--- config.mk ---
export PLATFORM = sky130hd
export DESIGN_NAME = branch_redirect_ctrl
export DESIGN_NICKNAME = d
export VERILOG_FILES = /design/src/rtl/branch_redirect_ctrl.sv
export SDC_FILE = /design/constraint.sdc
export NUM_CORES = 1
export LEC_CHECK = 0
export CAP_MARGIN = 20
export CORE_ASPECT_RATIO = 0.6
export CORE_MARGIN = 5
export CORE_UTILIZATION = 36
export CTS_CLUSTER_DIAMETER = 150
export DETAILED_ROUTE_END_ITERATION = 16
export MAX_ROUTING_LAYER = met4
export PLACE_DENSITY_LB_ADDON = 0.15
export SLEW_MARGIN = 5
export SYNTH_ARGS = -nofsm -noshare
export SYNTH_HDL_FRONTEND = slang
export SYNTH_SLANG_ARGS = --single-unit
--- constraint.sdc ---
create_clock -name clk -period 2.4 [get_ports clk]
set_clock_uncertainty 0.1 [all_clocks]
set_input_delay 0.72 -clock clk [delete_from_list [all_inputs] [get_ports clk]]
set_output_delay 0.72 -clock clk [all_outputs]
set_load 0.02 [all_outputs]
--- src/rtl/branch_redirect_ctrl.sv ---
// EX->IF redirect sequencer: captures branch/exception redirects, hands them to fetch
// over valid/ready and flushes decode. Optional perf counters: BRANCH_REDIRECT_PERF_EN.
`ifndef GRLEN
`define GRLEN 32
`endif

module branch_redirect_ctrl #(
  parameter int unsigned FLUSH_CYCLES = 2
) (
  input  logic                clk,
  input  logic                resetn,
  input  logic                ex_br_valid,
  input  logic                ex_br_taken,
  input  logic [`GRLEN-1:0]   ex_br_target,
  input  logic                exc_valid,
  input  logic [`GRLEN-1:0]   exc_target,
  input  logic                fe_redirect_ready,
  output logic                fe_redirect_valid,
  output logic [`GRLEN-1:0]   fe_redirect_target,
  output logic                flush_de,
  output logic                ex_stall,
  output logic                busy,
  output logic [31:0]         perf_redirects,
  output logic [31:0]         perf_flush_cycles
);

  localparam int unsigned GW = `GRLEN;
  localparam logic [3:0] CNT_LOAD = 4'(FLUSH_CYCLES - 1);

  typedef enum logic [1:0] {
    ST_IDLE  = 2'd0,
    ST_REQ   = 2'd1,
    ST_DRAIN = 2'd2
  } state_e;

  state_e          state_q, state_d;
  logic [GW-1:0]   target_q, target_d;
  logic [3:0]      cnt_q, cnt_d;

  function automatic logic [GW-1:0] word_align(input logic [GW-1:0] t);
    return {t[GW-1:2], 2'b00};
  endfunction

  // State, latched target and drain counter
  always_ff @(posedge clk or negedge resetn) begin
    if (!resetn) begin
      state_q  <= ST_IDLE;
      target_q <= '0;
      cnt_q    <= 4'd0;
    end else begin
      state_q  <= state_d;
      target_q <= target_d;
      cnt_q    <= cnt_d;
    end
  end

  // Next-state logic; exceptions always win over branches
  always_comb begin
    state_d  = state_q;
    target_d = target_q;
    cnt_d    = cnt_q;
    case (state_q)
      ST_IDLE: begin
        if (exc_valid) begin
          target_d = word_align(exc_target);
          state_d  = ST_REQ;
        end else if (ex_br_valid && ex_br_taken) begin
          target_d = word_align(ex_br_target);
          state_d  = ST_REQ;
        end else begin
          state_d  = ST_IDLE;
        end
      end
      ST_REQ: begin
        // Target may only change while fetch has not yet taken it
        if (fe_redirect_ready) begin
          cnt_d   = CNT_LOAD;
          state_d = ST_DRAIN;
        end else if (exc_valid) begin
          target_d = word_align(exc_target);
        end else begin
          state_d = ST_REQ;
        end
      end
      ST_DRAIN: begin
        if (exc_valid) begin
          target_d = word_align(exc_target);
          state_d  = ST_REQ;
        end else if (cnt_q == 4'd0) begin
          state_d = ST_IDLE;
        end else begin
          cnt_d = cnt_q - 4'd1;
        end
      end
      default: begin
        state_d = ST_IDLE;
      end
    endcase
  end

  assign fe_redirect_valid  = (state_q == ST_REQ);
  assign fe_redirect_target = target_q;
  assign ex_stall           = (state_q == ST_REQ);
  assign flush_de           = (state_q != ST_IDLE);
  assign busy               = (state_q != ST_IDLE);

`ifdef BRANCH_REDIRECT_PERF_EN
  logic [31:0] perf_redirects_q;
  logic [31:0] perf_flush_q;

  // Free-running wrap-around event counters
  always_ff @(posedge clk or negedge resetn) begin
    if (!resetn) begin
      perf_redirects_q <= 32'd0;
      perf_flush_q     <= 32'd0;
    end else begin
      if (fe_redirect_valid && fe_redirect_ready) begin
        perf_redirects_q <= perf_redirects_q + 32'd1;
      end else begin
        perf_redirects_q <= perf_redirects_q;
      end
      if (flush_de) begin
        perf_flush_q <= perf_flush_q + 32'd1;
      end else begin
        perf_flush_q <= perf_flush_q;
      end
    end
  end

  assign perf_redirects    = perf_redirects_q;
  assign perf_flush_cycles = perf_flush_q;
`else
  assign perf_redirects    = 32'd0;
  assign perf_flush_cycles = 32'd0;
`endif

endmodule
# ---- Word-level counts from Yosys, hierarchy flattened
# Cells that the tools add are included.
dict set report word_totals {
  reg_bits 38
  input_bits 70
  out_inout_bits 100
  elab_cells 38
}
dict set report op_classes {
  addsub 1
  eq_ne 9
  n_mux 16
  n_reduce_logical 9
}
# cell n
set ops {}
lappend ops {{32-bit two-way mux} 4}
lappend ops {{32-bit case mux with 3 select lines} 1}
lappend ops {{4-bit two-way mux} 3}
lappend ops {{3-bit != test (second input constant)} 3}
lappend ops {{2-bit two-way mux} 4}
lappend ops {{2-bit != test (second input constant)} 4}
lappend ops {{4-bit case mux with 2 select lines} 1}
lappend ops {{2-bit case mux with 3 select lines} 1}
lappend ops {{4-bit logical NOT} 1}
lappend ops {{4-bit AND reduction} 1}
lappend ops {{2-bit nonzero test} 2}
lappend ops {{4-bit by 1-bit subtractor with 4-bit output (second input constant)} 1}
lappend ops {{3-bit AND reduction} 1}
lappend ops {{3-bit nonzero test} 1}
lappend ops {{2-bit by 1-bit == test with 1-bit output (second input constant)} 1}
lappend ops {{2-bit == test (second input constant)} 1}
lappend ops {{2-bit logical NOT} 1}
lappend ops {{1-bit two-way mux} 2}
lappend ops {{2-bit AND reduction} 1}
lappend ops {{1-bit logical AND} 1}

# ---- Longest topological paths before layout
dict set report depth {
  ltp_word 4
  depth_mapped 7
  depth_no_buf 6
}

# ---- Worst setup path after synthesis
# OpenSTA, ideal clock, no wires.
dict set report synth_timing {
  kind {reg-to-output}
  startpoint {reg state_q[0]}
  endpoint {out flush_de}
  arrival_time_ns 0.995
  t_required_ns 1.580
  path_slack_ns 0.585
  stages_incl_launch_ff 5
  n_path_buf 1
  cell_sequence {dfrtp_1 inv_1 ha_1 inv_1 buf_4}
}
dict set report synth_via {
  elab_chain_cells 1
}
# element line_no
set synth_rtl {}
lappend synth_rtl {{from (decl)} 36} ;# state_e state_q, state_d;
lappend synth_rtl {{from (signal assigned)} 51} ;# state_q <= state_d;
lappend synth_rtl {{2-bit nonzero test} --}
lappend synth_rtl {{to (decl)} 20} ;# output logic flush_de,
# Every way passes these cells.

# ---- Worst setup path in the final report
dict set report layout_timing {
  startpoint {reg state_q[0]}
  endpoint {out flush_de}
}
dict set report layout_via {
  elab_chain_cells 1
}
# element line_no
set layout_rtl {}
lappend layout_rtl {{2-bit nonzero test} 104} ;# assign flush_de = (state_q != ST_IDLE);
# Every way passes these cells.

==> summary.md <==
| Metric | Value |
|---|---|
| Status | `finished, final reports clean` |
| Fill cell count | `648` |
| Chip height | `74.7 um` |
| RSZ-0062 raised after global routing | `false` |
| Post-route setup TNS | `0 ns` |
| Clk sink count | `36` |
| Final wirelength | `5.38 mm` |
| Die area | `8800 sq um` |
| Worst Max-Slew Pin Slew | `0.511 ns` |
| Vias | `1,756` |
| Ys Warns | `0` |
| Sequential fraction of the synthesis area | `35.9%` |
| Worst ir drop on vdd | `574 uV` |
| DIE WIDTH | `between 100 and 150 um` |
| # IOs | `170` |
| Overflow after GRT | `0` |
| First-pass GRT wire length | `between 8 and 9 mm` |
| Core ar. | `6730 sq um` |
| Crit end category | `primary output` |
| CP most frequent cell | `inv_1` |
| Final Hold Fails | `0` |
| Final worst slack | `0.154 ns` |
| GPL Wtd Cong | `between 0.8 and 0.9` |
| WP data required | `1.58 ns` |
| Total GRT Usage | `12.3%` |
| Synth cell types | `25` |
| Placed cells | `432` |
| R2r setup slk | `0.38 ns` |
| Critical-path cell list | `inv_1 -> ha_1 -> inv_1 -> dlygate4sd2_1` |
| DRC viols | `0` |
| LEAKAGE | `roughly 1.5 nW` |
| Combinational power share | `between 60% and 70%` |
| Hold crit path type | `in -> async` |
| Ant. Diodes | `0` |
| Final Cell Area | `3520 sq um` |
| Final period util | `93.6%` |
| Clock transition at path regs | `0.05 ns` |
| Max_slew headroom | `roughly 66%` |
| Max-cap violations | `0` |
| Clock tree buffer depth | `2` |
| I/O Buffers | `99` |
| CTS root buf | `clkbuf_16` |
| Leading cell type in the layout, fill and taps excluded | `clkdlybuf4s50_1` |
| Sequential share of power | `23.6%` |
| Switch Pwr | `about 1.9 mW` |
| DPL Wire Length | `4.47 mm` |
| Worst Setup Path Type | `reg -> out` |
| Num rows | `23` |
| PD cells | `1300 nW/um^2` |
| Synthesis-to-finish area growth | `40.4%` |
| First drt pass iteration count | `4` |
| Share of cells above drive strength 1 | `approximately 15%` |
| Routed WL per cell | `12.2 um` |
| Setup WS pre-CTS | `-0.0661 ns` |
| Synthesized area | `~2500 sq um` |
| P_int | `2.64 mW` |
| CTS H-tree lvls | `2` |
| Setup bufs post-CTS | `0` |
| Setup-failing EPs final | `0` |
| Sw Share | `42.1%` |
| Cells on worst reg2reg path | `7` |
| Peak Freq | `between 0.4 and 0.5 GHz` |
| Crit-path slowest cell | `dfrtp_1` |
| Initial antenna violation count | `0` |
| Finished Layout Cells | `440` |
| Crit-path max cell delay | `between 0.4 and 0.5 ns` |
| Seq cells post-synth | `36` |
| Clk network pwr share | `15.8%` |
| CTS tree | `done` |
| TritonCTS buffer count | `5` |
| Antenna Violating Nets Remaining | `0` |
| Crit path DAT | `1.43 ns` |
| Syn Inst Count | `250` |
| Later-pin clock latency in the skew report | `between 0.2 and 0.3 ns` |
| Largest net degree at the start of global routing | `41` |
| Avg Cell Area, Syn | `10.0 sq um` |
| Design Power | `4.57 mW` |
| Starting Density | `37.3%` |
| Routed vias/inst | `between 3 and 4` |
| Max-slew violations | `0` |
| Fin crit period | `2.25 ns` |
| Iteration-0 DRC Markers | `between 40 and 50` |
| Vias in the first global route | `1,727` |
| Max FO, Critical Path | `4` |
| Nets@finish | `430` |
| Worst Setup Start Kind | `register` |
| Post-DP Area | `3360 sq um` |
| Most frequent cells in the layout | `clkdlybuf4s50_1 (94), conb_1 (66), dfrtp_1 (36), mux2i_1 (32)` |
-- Yosys cell counts (all sizes together) --
master | instances | area (sq um)
or3 | 1 | 6.26
a221oi | 1 | 26.3
conb | 1 | 3.75
nand4 | 1 | 6.26
nand2b | 1 | 6.26
inv | 6 | 22.5
o21bai | 1 | 7.51
nor3 | 2 | 10.0
ha | 8 | 100
nor2b | 2 | 12.5
mux2i | 32 | 320
buf | 78 | 601
a21oi | 32 | 277
o2bb2ai | 1 | 8.76
o21ai | 5 | 25.0
nand3 | 2 | 10.0
dfrtp | 36 | 901
nor2 | 32 | 120
a32o | 1 | 10.0
or3b | 1 | 8.76
o311ai | 1 | 8.76
nand2 | 5 | 18.8
-- power by group through the flow --
| stage | Clock, mW | Combinational (mW) | Sequential [mW] |
|---|---|---|---|
| 6_report | 0.721 | 2.77 | 1.08 |
| 3_5_place_dp | 0 | 2.85 | 1.09 |
| 2_1_floorplan | 0 | 1.70 | 1.38 |
| 3_3_place_gp | 0 | 2.83 | 1.08 |
| 5_1_grt | 0.780 | 3.03 | 1.13 |
| 4_1_cts | 0.746 | 2.82 | 1.08 |
-- final timing paths --
path,from,endpoint
max,state_q[0]$_DFFE_PN0P_,flush_de
min,resetn,fe_redirect_target[8]$_DFFE_PN0P_
min in group clk,fe_redirect_target[25]$_DFFE_PN0P_,fe_redirect_target[25]$_DFFE_PN0P_
max in group asynchronous,resetn,cnt_q[0]$_DFFE_PN0P_
max reg2reg,state_q[0]$_DFFE_PN0P_,fe_redirect_target[16]$_DFFE_PN0P_
min reg2reg,fe_redirect_target[25]$_DFFE_PN0P_,fe_redirect_target[25]$_DFFE_PN0P_
-- registers in the layout (all words and copies together), names as in the netlist --
| signal | flops |
|---|---|
| state_q | 2 |
| cnt_q | 4 |
| fe_redirect_target | 30 |
-- per-stage QoR --
step / hold WS (ns) / utilization [%]
global route: 0.357 / 52.3
global placement: 0.396 / 49.9
detailed placement: 0.403 / 49.9
floorplan: 0.324 / -
finish: 0.316 / 52.3
CTS: 0.331 / 52.3
-- metal layers --
metal	track usage, %	wire (um)	part of all wire, %	vias to the layer above
met5	-	0	0	-
met3	6.53	633	12	5
met2	16.9	2340	44	83
met4	3.82	48	0.89	0
li1	-	-	-	899
met1	15.5	2360	44	769
-- what timing repair did --
item / 4_1_cts / 5_1_grt
hold buffers: 0 / 0
resized for setup: 4 / 0
endpoints found under the setup margin: 4 / 0
-- logic make-up (layout without fill, tap and decap cells) --
| kind of cell | after synthesis | after routing | synth area share [%] |
|---|---|---|---|
| buffers and inverters | 84 | 122 | 24.8 |
| AND/OR/NAND/NOR | 47 | 47 | 7.93 |
| AO/OA/AOI/OAI | 42 | 42 | 14.5 |
| flip-flops | 36 | 36 | 35.9 |
| multiplexers | 32 | 32 | 12.8 |
| adder cells (fa/ha/maj) | 8 | 8 | 3.99 |
| other | 1 | 66 | 0.149 |
-- layout make-up --
type                    count  area (sq um)  share of cell area (%)
clock inverters             3          42.5                    1.21
inverters                   6          22.5                   0.639
flip-flops and latches     36           901                    25.6
multi-input cells         195          1240                    35.1
repair buffers            108          1090                    30.8
clock buffers               5           125                    3.55
well taps                  87           109                    3.09
-- worst max-delay path, delay by kind of cell, from the launching register on --
family     cells  cell delay, ns
buf+inv        3            0.54
flops          1            0.41
fa+ha+maj      1            0.21
No activity file was read; power rests on OpenSTA's default activity.
